## src/rtl/trig_record_fifo.sv

```systemverilog
// Trigger record FIFO: stores {fired bits, timestamp} records and returns the oldest one
// as two 32-bit words on request, counting records dropped while full.
module trig_record_fifo #(
    parameter int DEPTH = 16,
    parameter int AW    = 4,
    parameter int TS_W  = 56
) (
    input  logic              clk_adc,
    input  logic              reset,
    input  logic              clear,
    input  logic              wr_valid,
    input  logic [7:0]        wr_bits,
    input  logic [TS_W-1:0]   wr_time,
    input  logic              rd_req,
    output logic [31:0]       rd_data,
    output logic              rd_valid,
    output logic              rd_last,
    output logic [AW:0]       count,
    output logic              full,
    output logic              empty,
    output logic [15:0]       overflow_cnt
);

    localparam int REC_W = 8 + TS_W;

    typedef enum logic [2:0] {
        S_IDLE  = 3'd0,
        S_FETCH = 3'd1,
        S_W0    = 3'd2,
        S_W1    = 3'd3,
        S_EMPTY = 3'd4
    } state_t;

    state_t             state_q, state_d;
    logic [REC_W-1:0]   mem_q [DEPTH];
    logic [REC_W-1:0]   rec_q, rec_d;
    logic [63:0]        rec_ext_s;
    logic [AW-1:0]      wr_ptr_q, wr_ptr_d;
    logic [AW-1:0]      rd_ptr_q, rd_ptr_d;
    logic [AW:0]        count_q, count_d;
    logic               full_q, full_d;
    logic               empty_q, empty_d;
    logic [15:0]        ovf_q, ovf_d;
    logic [31:0]        rd_data_q, rd_data_d;
    logic               rd_valid_q, rd_valid_d;
    logic               rd_last_q, rd_last_d;
    logic               wr_fire_s;
    logic               wr_acc_s;
    logic               ovf_inc_s;
    logic               pop_s;

    assign rec_ext_s = 64'(rec_q);

    // Write qualification: zero bitstrings are not records; full is the registered value.
    always_comb begin
        wr_fire_s = wr_valid && (wr_bits != 8'h00);
        wr_acc_s  = wr_fire_s && !full_q && !clear;
        ovf_inc_s = wr_fire_s && full_q && !clear;
    end

    // Readout FSM next state and pop strobe.
    always_comb begin
        state_d = state_q;
        pop_s   = 1'b0;
        case (state_q)
            S_IDLE: begin
                if (rd_req) begin
                    state_d = empty_q ? S_EMPTY : S_FETCH;
                end else begin
                    state_d = S_IDLE;
                end
            end
            S_FETCH: state_d = S_W0;
            S_W0:    state_d = S_W1;
            S_W1: begin
                state_d = S_IDLE;
                pop_s   = 1'b1;
            end
            S_EMPTY: state_d = S_IDLE;
            default: state_d = S_IDLE;
        endcase
        if (clear) begin
            state_d = S_IDLE;
            pop_s   = 1'b0;
        end else begin
            state_d = state_d;
        end
    end

    // Output words registered from the state being processed; clear kills an in-flight word.
    always_comb begin
        rd_data_d  = 32'h0;
        rd_valid_d = 1'b0;
        rd_last_d  = 1'b0;
        rec_d      = rec_q;
        case (state_q)
            S_FETCH: rec_d = mem_q[rd_ptr_q];
            S_W0: begin
                rd_valid_d = 1'b1;
                rd_data_d  = rec_ext_s[31:0];
            end
            S_W1: begin
                rd_valid_d = 1'b1;
                rd_last_d  = 1'b1;
                rd_data_d  = rec_ext_s[63:32];
            end
            S_EMPTY: begin
                rd_valid_d = 1'b1;
                rd_last_d  = 1'b1;
            end
            default: rec_d = rec_q;
        endcase
        if (clear) begin
            rd_data_d  = 32'h0;
            rd_valid_d = 1'b0;
            rd_last_d  = 1'b0;
        end else begin
            rd_valid_d = rd_valid_d;
        end
    end

    // Pointer, occupancy and overflow bookkeeping; full/empty derive from the next count.
    always_comb begin
        wr_ptr_d = wr_ptr_q;
        rd_ptr_d = rd_ptr_q;
        count_d  = count_q;
        ovf_d    = ovf_q;
        if (clear) begin
            wr_ptr_d = {AW{1'b0}};
            rd_ptr_d = {AW{1'b0}};
            count_d  = {(AW+1){1'b0}};
            ovf_d    = 16'h0;
        end else begin
            if (wr_acc_s) begin
                wr_ptr_d = wr_ptr_q + AW'(1);
            end else begin
                wr_ptr_d = wr_ptr_q;
            end
            if (pop_s) begin
                rd_ptr_d = rd_ptr_q + AW'(1);
            end else begin
                rd_ptr_d = rd_ptr_q;
            end
            case ({wr_acc_s, pop_s})
                2'b10:   count_d = count_q + (AW+1)'(1);
                2'b01:   count_d = count_q - (AW+1)'(1);
                default: count_d = count_q;
            endcase
            if (ovf_inc_s && (ovf_q != 16'hFFFF)) begin
                ovf_d = ovf_q + 16'h1;
            end else begin
                ovf_d = ovf_q;
            end
        end
        full_d  = (count_d == (AW+1)'(DEPTH));
        empty_d = (count_d == {(AW+1){1'b0}});
    end

    // Record storage; contents need no reset since occupancy is tracked by count.
    always_ff @(posedge clk_adc) begin
        if (wr_acc_s) begin
            mem_q[wr_ptr_q] <= {wr_bits, wr_time};
        end
    end

    // State and control registers.
    always_ff @(posedge clk_adc or posedge reset) begin
        if (reset) begin
            state_q    <= S_IDLE;
            rec_q      <= {REC_W{1'b0}};
            wr_ptr_q   <= {AW{1'b0}};
            rd_ptr_q   <= {AW{1'b0}};
            count_q    <= {(AW+1){1'b0}};
            full_q     <= 1'b0;
            empty_q    <= 1'b1;
            ovf_q      <= 16'h0;
            rd_data_q  <= 32'h0;
            rd_valid_q <= 1'b0;
            rd_last_q  <= 1'b0;
        end else begin
            state_q    <= state_d;
            rec_q      <= rec_d;
            wr_ptr_q   <= wr_ptr_d;
            rd_ptr_q   <= rd_ptr_d;
            count_q    <= count_d;
            full_q     <= full_d;
            empty_q    <= empty_d;
            ovf_q      <= ovf_d;
            rd_data_q  <= rd_data_d;
            rd_valid_q <= rd_valid_d;
            rd_last_q  <= rd_last_d;
        end
    end

    assign rd_data      = rd_data_q;
    assign rd_valid     = rd_valid_q;
    assign rd_last      = rd_last_q;
    assign count        = count_q;
    assign full         = full_q;
    assign empty        = empty_q;
    assign overflow_cnt = ovf_q;

endmodule

```

## config.mk

```make
export PLATFORM = sky130hd
export DESIGN_NAME = trig_record_fifo
export DESIGN_NICKNAME = d
export VERILOG_FILES = /design/src/rtl/trig_record_fifo.sv
export SDC_FILE = /design/constraint.sdc
export NUM_CORES = 1
export LEC_CHECK = 0
export BUFFER_PORTS_ARGS = -buffer_cell sky130_fd_sc_hd__buf_2
export CORE_MARGIN = 2
export CORE_UTILIZATION = 40
export DETAILED_ROUTE_END_ITERATION = 8
export PLACE_DENSITY = 0.67
export SYNTH_ARGS = -nofsm -noshare
export SYNTH_HDL_FRONTEND = slang
export SYNTH_SLANG_ARGS = --single-unit
```

## constraint.sdc

```tcl
create_clock -name clk_adc -period 22.5 [get_ports clk_adc]
set_input_delay 4.5 -clock clk_adc [delete_from_list [all_inputs] [get_ports clk_adc]]
set_output_delay 4.5 -clock clk_adc [all_outputs]
set_load 0.05 [all_outputs]
```

# Word-level counts from Yosys, hierarchy flattened
# Memories as Yosys holds them, arrays and structs flattened. A register that Yosys moved wholly into a read port is not among the register bits.
# Cells that the tools add are included.
dict set report classes {
  add_sub_neg 5
  eq_ne 8
  muxes 22
  reduce_logical 16
}
# operator n
set op_table {}
lappend op_table {{$pmux W32 S2} 1}
lappend op_table {{$mux W16} 2}
lappend op_table {{$mux W32} 1}
lappend op_table {{$add A16 B1 Y16 const B} 1}
lappend op_table {{$mux W4} 4}
lappend op_table {{$ne A16 B16 Y1 const B} 1}
lappend op_table {{$pmux W5 S2} 1}
lappend op_table {{$mux W3} 3}
lappend op_table {{$pmux W3 S3} 1}
lappend op_table {{$add A4 B1 Y4 const B} 2}
lappend op_table {{$mux W1} 8}
lappend op_table {{$reduce_bool A8 Y1} 1}
lappend op_table {{$eq A3 B2 Y1 const B} 2}
lappend op_table {{$logic_and A1 B1 Y1} 6}
lappend op_table {{$reduce_bool A2 Y1} 3}
lappend op_table {{$add A5 B1 Y5 const B} 1}
lappend op_table {{$eq A5 B5 Y1 const B} 1}
lappend op_table {{$logic_not A5 Y1} 1}
lappend op_table {{$mux W5} 1}
lappend op_table {{$sub A5 B1 Y5 const B} 1}
lappend op_table {{$eq A3 B1 Y1 const B} 1}
lappend op_table {{$eq A3 B3 Y1 const B} 1}
lappend op_table {{$logic_not A3 Y1} 1}
lappend op_table {{$reduce_or A3 Y1} 1}
lappend op_table {{4 further kinds} 5}
dict set report word_totals {
  regBits 68
  ram_bits 1024
  output_inout_bits 57
  n_memories 1
}
# memory words word_bits rd rd_ports_with_merged_regs write_ports line
set mem_list {}
lappend mem_list {mem_q 16 64 1 1 1 35} ;# logic [REC_W-1:0] mem_q [DEPTH];

# Logic depth before layout (Yosys ltp)
dict set report depth {
  depth_word 8
  mapped_depth 12
}

# Least setup slack after synthesis
# Ideal clock, no wire load.
dict set report synth_timing {
  kind {in2reg}
  from {input wr_bits[1]}
  to {memory mem_q[0][0] (netlist name), enable pin}
  setup_ns 0.644
  t_arrival_ns 11.263
  setup_slack_ns 10.593
  stages 5
  path_cell_list {nor4_1 > a21oi_1 > nand2b_1 > clkbuf_1 > nor4_1}
}
dict set report synth_between {
  elab_chain_len 6
}
# element line
set synth_lines {}
lappend synth_lines {{start, declared} 12} ;# input logic [7:0] wr_bits,
lappend synth_lines {{$reduce_bool A8 Y1} 56} ;# wr_fire_s = wr_valid && (wr_bits != 8'h00);
lappend synth_lines {{$logic_and A1 B1 Y1} 56}
lappend synth_lines {{$logic_and A1 B1 Y1 (2 in series)} 57} ;# wr_acc_s = wr_fire_s && !full_q && !clear;
lappend synth_lines {{$mux W1} 161} ;# if (wr_acc_s) begin
lappend synth_lines {{$mux W1 (not written as such)} 162} ;# mem_q[wr_ptr_q] <= {wr_bits, wr_time};
lappend synth_lines {{end, declared} 35}
# No other way between the ends.

# Worst setup path after layout
dict set report layout_timing {
  from {input wr_bits[0]}
  to {memory mem_q[8][6] (netlist name), enable pin}
}
# Same word-level chain as after synthesis.

==> results.yml <==
run_status:
  status: "completed"
critical_path:
  setup.worst_path.start_class: "primary input"
  timing.rr.start: "full"
  r2r_slack_ps: 18580
  cpMaxStageDelayCell: "buf_4"
  crit_path_end_kind: "flip-flop"
  critPathTopFamily: "simple AND/OR/NAND/NOR gates"
  cp_max_fo: 40
  path_buf_inv: 2
  worstPathRequired_ps: 22800
  critPathArrivalTime_ps: 7980
  r2r_end: "mem_q[8][6]"
  r2r_cells: 6
  worstSetupPathType: "in -> reg"
  cp_slowest_stage_delay_ps: 750
  crit_chain: "buf_2, nor4_1, a21oi_1, nand2b_1, or3b_1, nor2_4, buf_4"
run:
  drv_cap: 0
sta:
  max_slew_margin_pct: 23.68
  rsz0062_at_grt: "false"
  setup_tns_ps: 0
  finClkSkew_ps: 33.00
  tightest_slew_ps: 1145
  drv_slew: 0
  finalCriticalPeriod_ps: 7674
  finalCritPeriodShare_pct: 34.10
  hold_viol: 0
  fmax_mhz: 130.3
  setup_viol: 0
global_route:
  overflow: 0
  grt_use_total_pct: 17.87
  grt_max_degree: 105
  grt_pass1_vias: 21990
  grt_pass1_wl_um: 148100
  antenna_found_initial: 19
synth:
  synth.net_count: 2178
  ys_seq_area_share_pct: 77.43
  syn_area_um2: 43980
  synthCells: 2100
  yosys_warnings: 0
  yosysTopAreaCell: "edfxtp_1"
  synth_top_area_share_pct: 69.91
  synth.area.top_cells: "edfxtp_1 70%, mux4_2 13%, dfrtp_1 7.5%, mux2i_1 3.0%, nor2_1 1.2%"
  yosys.cell_types.count: 44
  ys_seq_elements: 1156
  syn_avg_cell_area_um2: 20.94
clocking:
  post_cts_resized: 0
  cts_buffer_depth: 3
  cts-hold-fix-buffers: 0
  cts_sinks: 1156
  clk_pin_slew_worst_paths_ps: 60
  cts_tree: "done"
  h-tree-depth: 3
  clk_latency_ps: 690
  cts_inserted_buffers: 112
  postCtsSetupBuffers: 0
  root_buffer: "clkbuf_16"
detailed_routing:
  postRouteAntennaNets: 0
  routedWlPerCell_um: 26.51
  route.vias.total: 21130
  drc: 0
  avgViaCountPerCell: 5.591
  firstDrtPassIters: 5
  drtIter0Drc: 2229
  wl_um: 100200
min_path:
  holdPathStages: 2
  worstHoldStart: "rec_ext_s[34]"
  min_to: "rec_ext_s[34]"
  min_path_type: "reg -> reg"
power_and_ir_drop:
  powerDensity_nw_per_um2: 91.63
  power_mw: 4.601
  ir_worst_vdd_uv: 71.99
  cellLeakagePower_nw: 15.87
layout:
  stdcell_area_um2: 50220
  finalNetCount: 2342
  drive_above_1_share_pct: 26.39
  areaGrowthSynthToFinish_pct: 14.18
placement:
  port_buffers: 125
  place_area_um2: 46340
  dp_hpwl_um: 55550
  gp_congestion: 0.7706
floorplanning:
  io_pins: 126
  placementRows: 121
  die_y_um: 335.6
  core_area_um2: 109000
  start_util_pct: 40.35
  die_area_um2: 112600
  chipWidth_um: 335.6
area by class of cell:
type                    count  area (µm²)
fillers                  8911       58790
flip-flops and latches   1156       34070
diodes                      4       10.01
inverters                   9       38.79
clock inverters            65       804.5
multi-input cells         818        9514
repair buffers            167       953.4
well taps                1414        1769
clock buffers             146        3062
flip-flops by register name (all words and copies together), names as in the netlist, 3 cells and up:
| register | cells |
|---|---|
| rd_ptr_q | 4 |
| rd_data | 32 |
| count | 5 |
| mem_q | 1024 |
| rec_ext_s | 64 |
| wr_ptr_q | 4 |
| state_q | 3 |
| overflow_cnt | 16 |
cells by family (layout without fill, tap and decap cells):
family	Yosys count	in the layout	synth area share, %
multiplexers	388	388	16.12
AO/OA/AOI/OAI	180	180	2.270
XOR/XNOR	24	24	0.4779
AND/OR/NAND/NOR	217	217	2.270
buffers and inverters	126	387	1.181
adder cells (fa/ha/maj)	9	9	0.2560
other	0	4	0
flip-flops	1156	1156	77.43
worst reg2reg max path, stage by stage (launching register included):
cell	delay, ps
dfrtp_1	410
nand2b_1	170
a21oi_1	420
nand2b_1	380
or3b_1	640
nor2_4	730
buf_4	760
cell usage after synthesis, drive strengths merged:
library cell  number
a211o              1
a211oi             1
a21o               1
a21oi             74
a22oi             32
a31o               1
and2               5
and3               1
and4               1
buf               60
clkbuf            57
dfrtp            131
dfstp              1
edfxtp          1024
ha                 9
inv                9
mux2               2
mux2i            130
mux4             256
nand2             14
nand2b             5
nand3              8
nand3b             2
nand4              5
nand4b             2
nor2             137
nor2b              6
nor3               7
nor3b              6
nor4              11
nor4b              2
nor4bb             1
o21a               1
o21ai             68
o31ai              1
or3b               2
or4                2
xnor2             14
xor2              10
placed cells by master, fill, tap and decap left out, drive strengths merged, types with 3 or more instances in the layout:
master	n
a21oi	74
nor2b	6
nor3	7
nor3b	6
diode	4
clkinvlp	3
dfrtp	131
clkbuf	146
mux4	256
clkinv	41
nand3	8
edfxtp	1024
nand4	5
xor2	10
nand2b	5
xnor2	14
mux2i	130
nand2	14
ha	9
and2	5
bufinv	17
a22oi	32
nor4	11
inv	13
buf	167
o21ai	68
nor2	137
metal layers:
layer	track usage (%)	part of all wire, %
met5	0	0.14
met4	4.666	1.9
met3	4.701	9.0
met2	28.65	48
met1	24.33	40
through the flow:
stage	worst slack (ps)	std cells	hold WS, ps	util [%]
3_3_place_gp	14300	3564	481.9	42.51
6_report	14830	3779	502.2	46.07
4_1_cts	14880	3775	499.4	46.06
5_1_grt	14620	3775	532.3	46.06
2_1_floorplan	10590	2100	461.8	-
3_5_place_dp	14150	3564	485.7	42.51
power by group:
| group | leakage (nW) | internal (mW) | switching [mW] |
|---|---|---|---|
| clock network | 1.90 | 1.16 | 0.790 |
| logic | 3.00 | 0.0499 | 0.0939 |
| registers | 11.0 | 2.41 | 0.102 |
worst max-delay path by stage:
stage,from,to,slack (ps),depth (start not counted)
after floorplan,wr_bits[1],mem_q[0][0],10590,5
after global placement,wr_bits[0],mem_q[8][4],14300,7
after detailed placement,wr_bits[0],mem_q[8][13],14150,7
after CTS,wr_bits[0],mem_q[8][9],14880,7
after global routing,wr_bits[0],mem_q[8][15],14620,7
final,wr_bits[0],mem_q[8][6],14830,7
No activity file was read; power rests on OpenSTA's default activity.
